## config.mk

```make
export PLATFORM = sky130hd
export DESIGN_NAME = pipelined_adder
export DESIGN_NICKNAME = d
export VERILOG_FILES = /design/src/rtl/adder_pkg.sv /design/src/rtl/pipelined_adder_chunk.sv /design/src/rtl/pipelined_adder.sv
export SDC_FILE = /design/constraint.sdc
export NUM_CORES = 1
export LEC_CHECK = 0
export ABC_AREA = 1
export CAP_MARGIN = 10
export CORE_MARGIN = 2
export CORE_UTILIZATION = 41
export CTS_CLUSTER_SIZE = 24
export DETAILED_ROUTE_END_ITERATION = 6
export PLACE_DENSITY = 0.62
export SLEW_MARGIN = 5
export SYNTH_ARGS = -nofsm -noshare
export SYNTH_HDL_FRONTEND = slang
export SYNTH_SLANG_ARGS = --single-unit
```

## constraint.sdc

```tcl
create_clock -name clk -period 10.2 [get_ports clk]
set_input_delay 2.04 -clock clk [delete_from_list [all_inputs] [get_ports clk]]
set_output_delay 2.04 -clock clk [all_outputs]
set_load 0.02 [all_outputs]
```

## src/rtl/adder_pkg.sv

```systemverilog
// Shared helpers for the pipelined adder: chunk sizing, configuration legality
// and the signed-overflow rule.
package adder_pkg;

    function automatic int chunk_width(input int width, input int stages);
        return (stages > 0) ? (width / stages) : width;
    endfunction

    // Legal configurations: 1..WIDTH stages, each resolving the same number of bits.
    function automatic bit cfg_ok(input int width, input int stages);
        return (stages >= 1) && (stages <= width) && ((width % stages) == 0);
    endfunction

    function automatic logic ovf_flag(input logic a_msb, input logic b_msb, input logic s_msb);
        return (a_msb == b_msb) && (s_msb != a_msb);
    endfunction

endpackage

```

## src/rtl/pipelined_adder_chunk.sv

```systemverilog
// CHUNK-bit ripple adder built from per-bit full-adder equations.
// Latency: purely combinational, no registers.
// Backpressure: none; the enclosing pipeline decides when the result is captured.
module pipelined_adder_chunk #(
    parameter int CHUNK = 8
) (
    input  logic [CHUNK-1:0] a,
    input  logic [CHUNK-1:0] b,
    input  logic             cin,
    output logic [CHUNK-1:0] sum,
    output logic             cout
);

    logic [CHUNK:0] c;

    always_comb begin
        c    = '0;
        sum  = '0;
        c[0] = cin;
        for (int i = 0; i < CHUNK; i++) begin
            sum[i]   = a[i] ^ b[i] ^ c[i];
            c[i+1]   = (a[i] & b[i]) | (a[i] & c[i]) | (b[i] & c[i]);
        end
    end

    assign cout = c[CHUNK];

endmodule

```

## src/rtl/pipelined_adder.sv

```systemverilog
// WIDTH-bit adder with the carry chain cut into STAGES register stages; optional subtract via PIPELINED_ADDER_SUB_EN.
// Latency: STAGES cycles from accept to out_valid, plus one per stall cycle.
// Backpressure: global stall, the whole pipe holds whenever out_valid && !out_ready.
module pipelined_adder
    import adder_pkg::*;
#(
    parameter int WIDTH  = 32,
    parameter int STAGES = 4
) (
    input  logic             clk,
    input  logic             rst_n,
    input  logic             in_valid,
    output logic             in_ready,
    input  logic [WIDTH-1:0] in_a,
    input  logic [WIDTH-1:0] in_b,
    input  logic             in_cin,
`ifdef PIPELINED_ADDER_SUB_EN
    input  logic             in_sub,
`endif
    output logic             out_valid,
    input  logic             out_ready,
    output logic [WIDTH-1:0] out_sum,
    output logic             out_cout,
    output logic             out_ovf
);

    localparam int CHUNK = chunk_width(WIDTH, STAGES);

    if (!cfg_ok(WIDTH, STAGES)) begin : g_cfg_err
        $error("pipelined_adder: WIDTH must be a multiple of STAGES and STAGES in 1..WIDTH");
    end

    logic             advance;
    logic             rdy_q;
    logic [WIDTH-1:0] b_eff;
    logic             cin_eff;

    // Stage inputs: index 0 comes from the ports, index k from register k-1.
    logic [WIDTH-1:0]  a_in  [STAGES];
    logic [WIDTH-1:0]  b_in  [STAGES];
    logic [WIDTH-1:0]  s_in  [STAGES];
    logic [STAGES-1:0] c_in;
    logic [STAGES-1:0] v_in;

    logic [WIDTH-1:0]  chunk_sum;
    logic [STAGES-1:0] chunk_cout;
    logic [WIDTH-1:0]  s_nxt [STAGES];

    logic [WIDTH-1:0]  a_q   [STAGES];
    logic [WIDTH-1:0]  b_q   [STAGES];
    logic [WIDTH-1:0]  s_q   [STAGES];
    logic [STAGES-1:0] c_q;
    logic [STAGES-1:0] vld_q;

    // Subtraction is folded into the operands at entry, so only the effective
    // B and carry-in travel with the beat.
`ifdef PIPELINED_ADDER_SUB_EN
    assign b_eff   = in_sub ? ~in_b : in_b;
    assign cin_eff = in_sub ? 1'b1  : in_cin;
`else
    assign b_eff   = in_b;
    assign cin_eff = in_cin;
`endif

    // Holds in_ready low until the first clock after reset release.
    always_ff @(posedge clk or negedge rst_n) begin
        if (!rst_n) begin
            rdy_q <= 1'b0;
        end else begin
            rdy_q <= 1'b1;
        end
    end

    assign advance  = !out_valid || out_ready;
    assign in_ready = advance && rdy_q;

    always_comb begin
        a_in[0] = in_a;
        b_in[0] = b_eff;
        s_in[0] = '0;
        c_in    = '0;
        v_in    = '0;
        c_in[0] = cin_eff;
        v_in[0] = in_valid && rdy_q;
        for (int k = 1; k < STAGES; k++) begin
            a_in[k] = a_q[k-1];
            b_in[k] = b_q[k-1];
            s_in[k] = s_q[k-1];
            c_in[k] = c_q[k-1];
            v_in[k] = vld_q[k-1];
        end
    end

    for (genvar k = 0; k < STAGES; k++) begin : g_stage
        pipelined_adder_chunk #(
            .CHUNK (CHUNK)
        ) u_chunk (
            .a    (a_in[k][k*CHUNK +: CHUNK]),
            .b    (b_in[k][k*CHUNK +: CHUNK]),
            .cin  (c_in[k]),
            .sum  (chunk_sum[k*CHUNK +: CHUNK]),
            .cout (chunk_cout[k])
        );
    end

    // Each stage drops its freshly resolved chunk into the travelling sum.
    always_comb begin
        for (int k = 0; k < STAGES; k++) begin
            s_nxt[k]                     = s_in[k];
            s_nxt[k][k*CHUNK +: CHUNK]   = chunk_sum[k*CHUNK +: CHUNK];
        end
    end

    always_ff @(posedge clk or negedge rst_n) begin
        if (!rst_n) begin
            vld_q <= '0;
            c_q   <= '0;
            for (int k = 0; k < STAGES; k++) begin
                a_q[k] <= '0;
                b_q[k] <= '0;
                s_q[k] <= '0;
            end
        end else if (advance) begin
            vld_q <= v_in;
            c_q   <= chunk_cout;
            for (int k = 0; k < STAGES; k++) begin
                a_q[k] <= a_in[k];
                b_q[k] <= b_in[k];
                s_q[k] <= s_nxt[k];
            end
        end
    end

    assign out_valid = vld_q[STAGES-1];
    assign out_sum   = s_q[STAGES-1];
    assign out_cout  = c_q[STAGES-1];
    assign out_ovf   = ovf_flag(a_q[STAGES-1][WIDTH-1], b_q[STAGES-1][WIDTH-1],
                                s_q[STAGES-1][WIDTH-1]);

endmodule

```

==> impl_metrics.py <==
metrics = {
    "status": {
        "status": "complete, no violations",
    },
    "sta": {
        "finalHoldViolCount": 0,
        "min_period_over_period_pct": 52.6,
        "rsz0062_at_grt": "no",
        "tightest_slew_ps": 950,
        "min_period_ps": 5360,
        "max_freq_mhz": 186,
        "drv_slew": 0,
        "finalClockSkew_ps": 12.0,
        "slew_headroom_pct": 36.7,
        "finalSetupViolations": 0,
        "final.setup.tns_ps": 0,
    },
    "global_routing": {
        "grtUsageTotal_pct": 14.9,
        "grt_first_pass_wirelength_um": 24200,
        "grt_pass1_vias": 4945,
        "grt_max_degree": 118,
        "grt_overflow_total": 0,
        "grt_antenna_before_repair": 1,
    },
    "worst_setup_path": {
        "r2r-start": "a_in[24]",
        "crit_type": "input port to flip-flop",
        "max_stage_delay_ps": 410,
        "endpoint": "s_in[71]",
        "crit_arrival_ps": 5720,
        "crit_required_ps": 10560,
        "r2r_end": "out_sum[31]",
        "cp_num_buf_inv": 5,
        "worst_setup_path_start_kind": "input port",
        "path_cells": "clkdlybuf4s50_1, inv_1, fa_1, inv_1, fa_1, fa_1, fa_1, fa_1, fa_1, fa_1, inv_1, fa_1, inv_1, nand2_1, nand2_1",
        "critical_path.startpoint": "in_cin",
        "crit_cells": 15,
        "rr_worst_depth": 14,
        "crit_path_max_fanout": 1,
        "worst_path_most_repeated_cell": "fa_1",
        "rrSetupSlack_ps": 6360,
        "crit_family": "adder cells",
        "cpMaxStageDelayCell": "clkdlybuf4s50_1",
        "worst_setup_path_end_kind": "flip-flop",
    },
    "clock_network": {
        "clkTransAtPathRegs_ps": 70,
        "cts_setup_buffers": 0,
        "root_buffer": "clkbuf_16",
        "htreeDepth": 4,
        "cts-resized-gates": 0,
        "clk_path_buf_depth": 2,
        "clkLatencyLatePin_ps": 420,
        "cts.sinks": 187,
        "cts_buffers": 17,
        "cts_tree": "done",
        "cts_hold_buf": 0,
    },
    "yosys": {
        "syn-instance-count": 855,
        "yosysWarnings": 0,
        "synth_area_um2": 7870,
        "synth_area_leaders": "dfrtp_1, nand2_1, fa_1, buf_4, inv_1",
        "synth_cell_types": 16,
        "synth_top_area_share_pct": 59.5,
        "syn_nets": 956,
        "yosysSeqAreaShare_pct": 59.5,
        "synth_area_per_cell_um2": 9.20,
        "ys_ff_latch": 187,
        "yosysTopAreaCell": "dfrtp_1",
    },
    "place": {
        "dpl_cell_area_um2": 8970,
        "numPortBuffers": 104,
        "hpwlAfterDp_um": 8580,
        "finalWeightedCongestion": 0.717,
    },
    "die": {
        "coreArea_um2": 18800,
        "chipHeight_um": 143,
        "die_w_um": 143,
        "rows": 50,
        "io_pins": 105,
        "start_util_pct": 41.9,
        "dieArea_um2": 20300,
    },
    "drt": {
        "remaining_drc_errors": 0,
        "routedWlPerCell_um": 11.8,
        "wirelength_um": 14000,
        "firstDrtPassIters": 4,
        "vias_per_cell": 4.40,
        "vias": 5232,
        "drtAntennaViolNets": 0,
        "drt_iter0_drc": 260,
    },
    "final_layout": {
        "drive_gt1_share_pct": 4.19,
        "layout.nets": 1043,
        "final_area_um2": 9540,
        "num_antenna_cells": 0,
        "syn2layout_area_growth_pct": 21.3,
    },
    "power_and_ir_drop": {
        "ir_worst_vdd_mv": 0.122,
        "p_leak_uw": 0.00497,
        "power.density_nw_per_um2": 296,
        "power_uw": 2820,
    },
    "job": {
        "cap_violations": 0,
    },
    "worst_hold_path": {
        "hold_path.class": "flip-flop to flip-flop",
    },
}
[worst reg2reg max path: cells and delay by family, from the launching register on]
family / cells / cell delay [ps]
AO/OA/AOI/OAI: 1 / 90
flip-flops: 1 / 360
buffers and inverters: 4 / 290
adder cells (fa/ha/maj): 8 / 2990
AND/OR/NAND/NOR: 1 / 40
[state kept, by name, summed over array words and instances (netlist names)]
| name | cells |
|---|---|
| b_q | 1 |
| b_in | 48 |
| s_in | 48 |
| vld_q | 4 |
| a_in | 48 |
| out_sum | 32 |
| a_q | 1 |
| rdy_q | 1 |
| c_q | 4 |
[layer usage]
layer	wire length [um]	GRT usage (%)
met1	6860	21.4
met2	6590	22.5
met3	358	3.30
met4	240	5.47
met5	0	0
[per-stage QoR]
step	hold WS, ps	utilization [%]	worst slack, ps	instances
after floorplan	419	-	4990	855
after global placement	436	47.8	4470	1157
after detailed placement	442	47.8	4380	1157
after CTS	459	50.8	4830	1189
after global routing	490	50.8	4630	1189
final	454	50.8	4840	1189
[synth_stat cells (all sizes together)]
cell type,n
o21ai,18
nand3,1
fa,32
inv,47
conb,1
nand2,524
clkbuf,1
dfrtp,187
nor2,5
buf,39
[layout make-up]
cell class / count / area, um2
Fill cell: 1821 / 9230
Sequential cell: 187 / 4680
Multi-Input combinational cell: 581 / 2750
Timing Repair Buffer: 108 / 1070
Clock buffer: 18 / 439
Tap cell: 234 / 293
Inverter: 47 / 176
Clock inverter: 14 / 131
[where the power goes]
group	switching [uW]	internal, uW
clock	303	329
combinational	550	413
sequential	176	1050
[cell usage in the layout (no fill, tap or decap)]
cell type	count
nand2_8	1
clkinv_8	1
conb_1	1
o21ai_0	18
clkdlybuf4s50_1	103
dfrtp_1	187
inv_6	3
nand3_1	1
buf_4	4
inv_1	46
nor2_4	1
fa_1	32
clkbuf_16	17
clkinv_4	4
clkbuf_8	2
nand2_1	523
clkinv_2	1
clkinvlp_4	2
inv_2	1
nor2_1	4
inv_8	3
[worst min-delay path by stage]
stage | start | to | slack, ps | depth (start not counted)
3_5_place_dp | vld_q[2] | vld_q[3] | 440 | 2
5_1_grt | a_in[92] | a_in[92] | 490 | 2
6_report | vld_q[2] | vld_q[3] | 450 | 2
4_1_cts | vld_q[2] | vld_q[3] | 460 | 2
3_3_place_gp | vld_q[2] | vld_q[3] | 440 | 2
2_1_floorplan | vld_q[2] | vld_q[3] | 420 | 2
[cells by family after synthesis]
| logic type | count (synthesis) | synth area share [%] |
|---|---|---|
| AND/OR/NAND/NOR | 530 | 25.4 |
| adder cells (fa/ha/maj) | 32 | 8.14 |
| buffers and inverters | 87 | 5.77 |
| other | 1 | 0.0477 |
| AO/OA/AOI/OAI | 18 | 1.14 |
| flip-flops | 187 | 59.5 |
No activity file was read; power rests on OpenSTA's default activity.
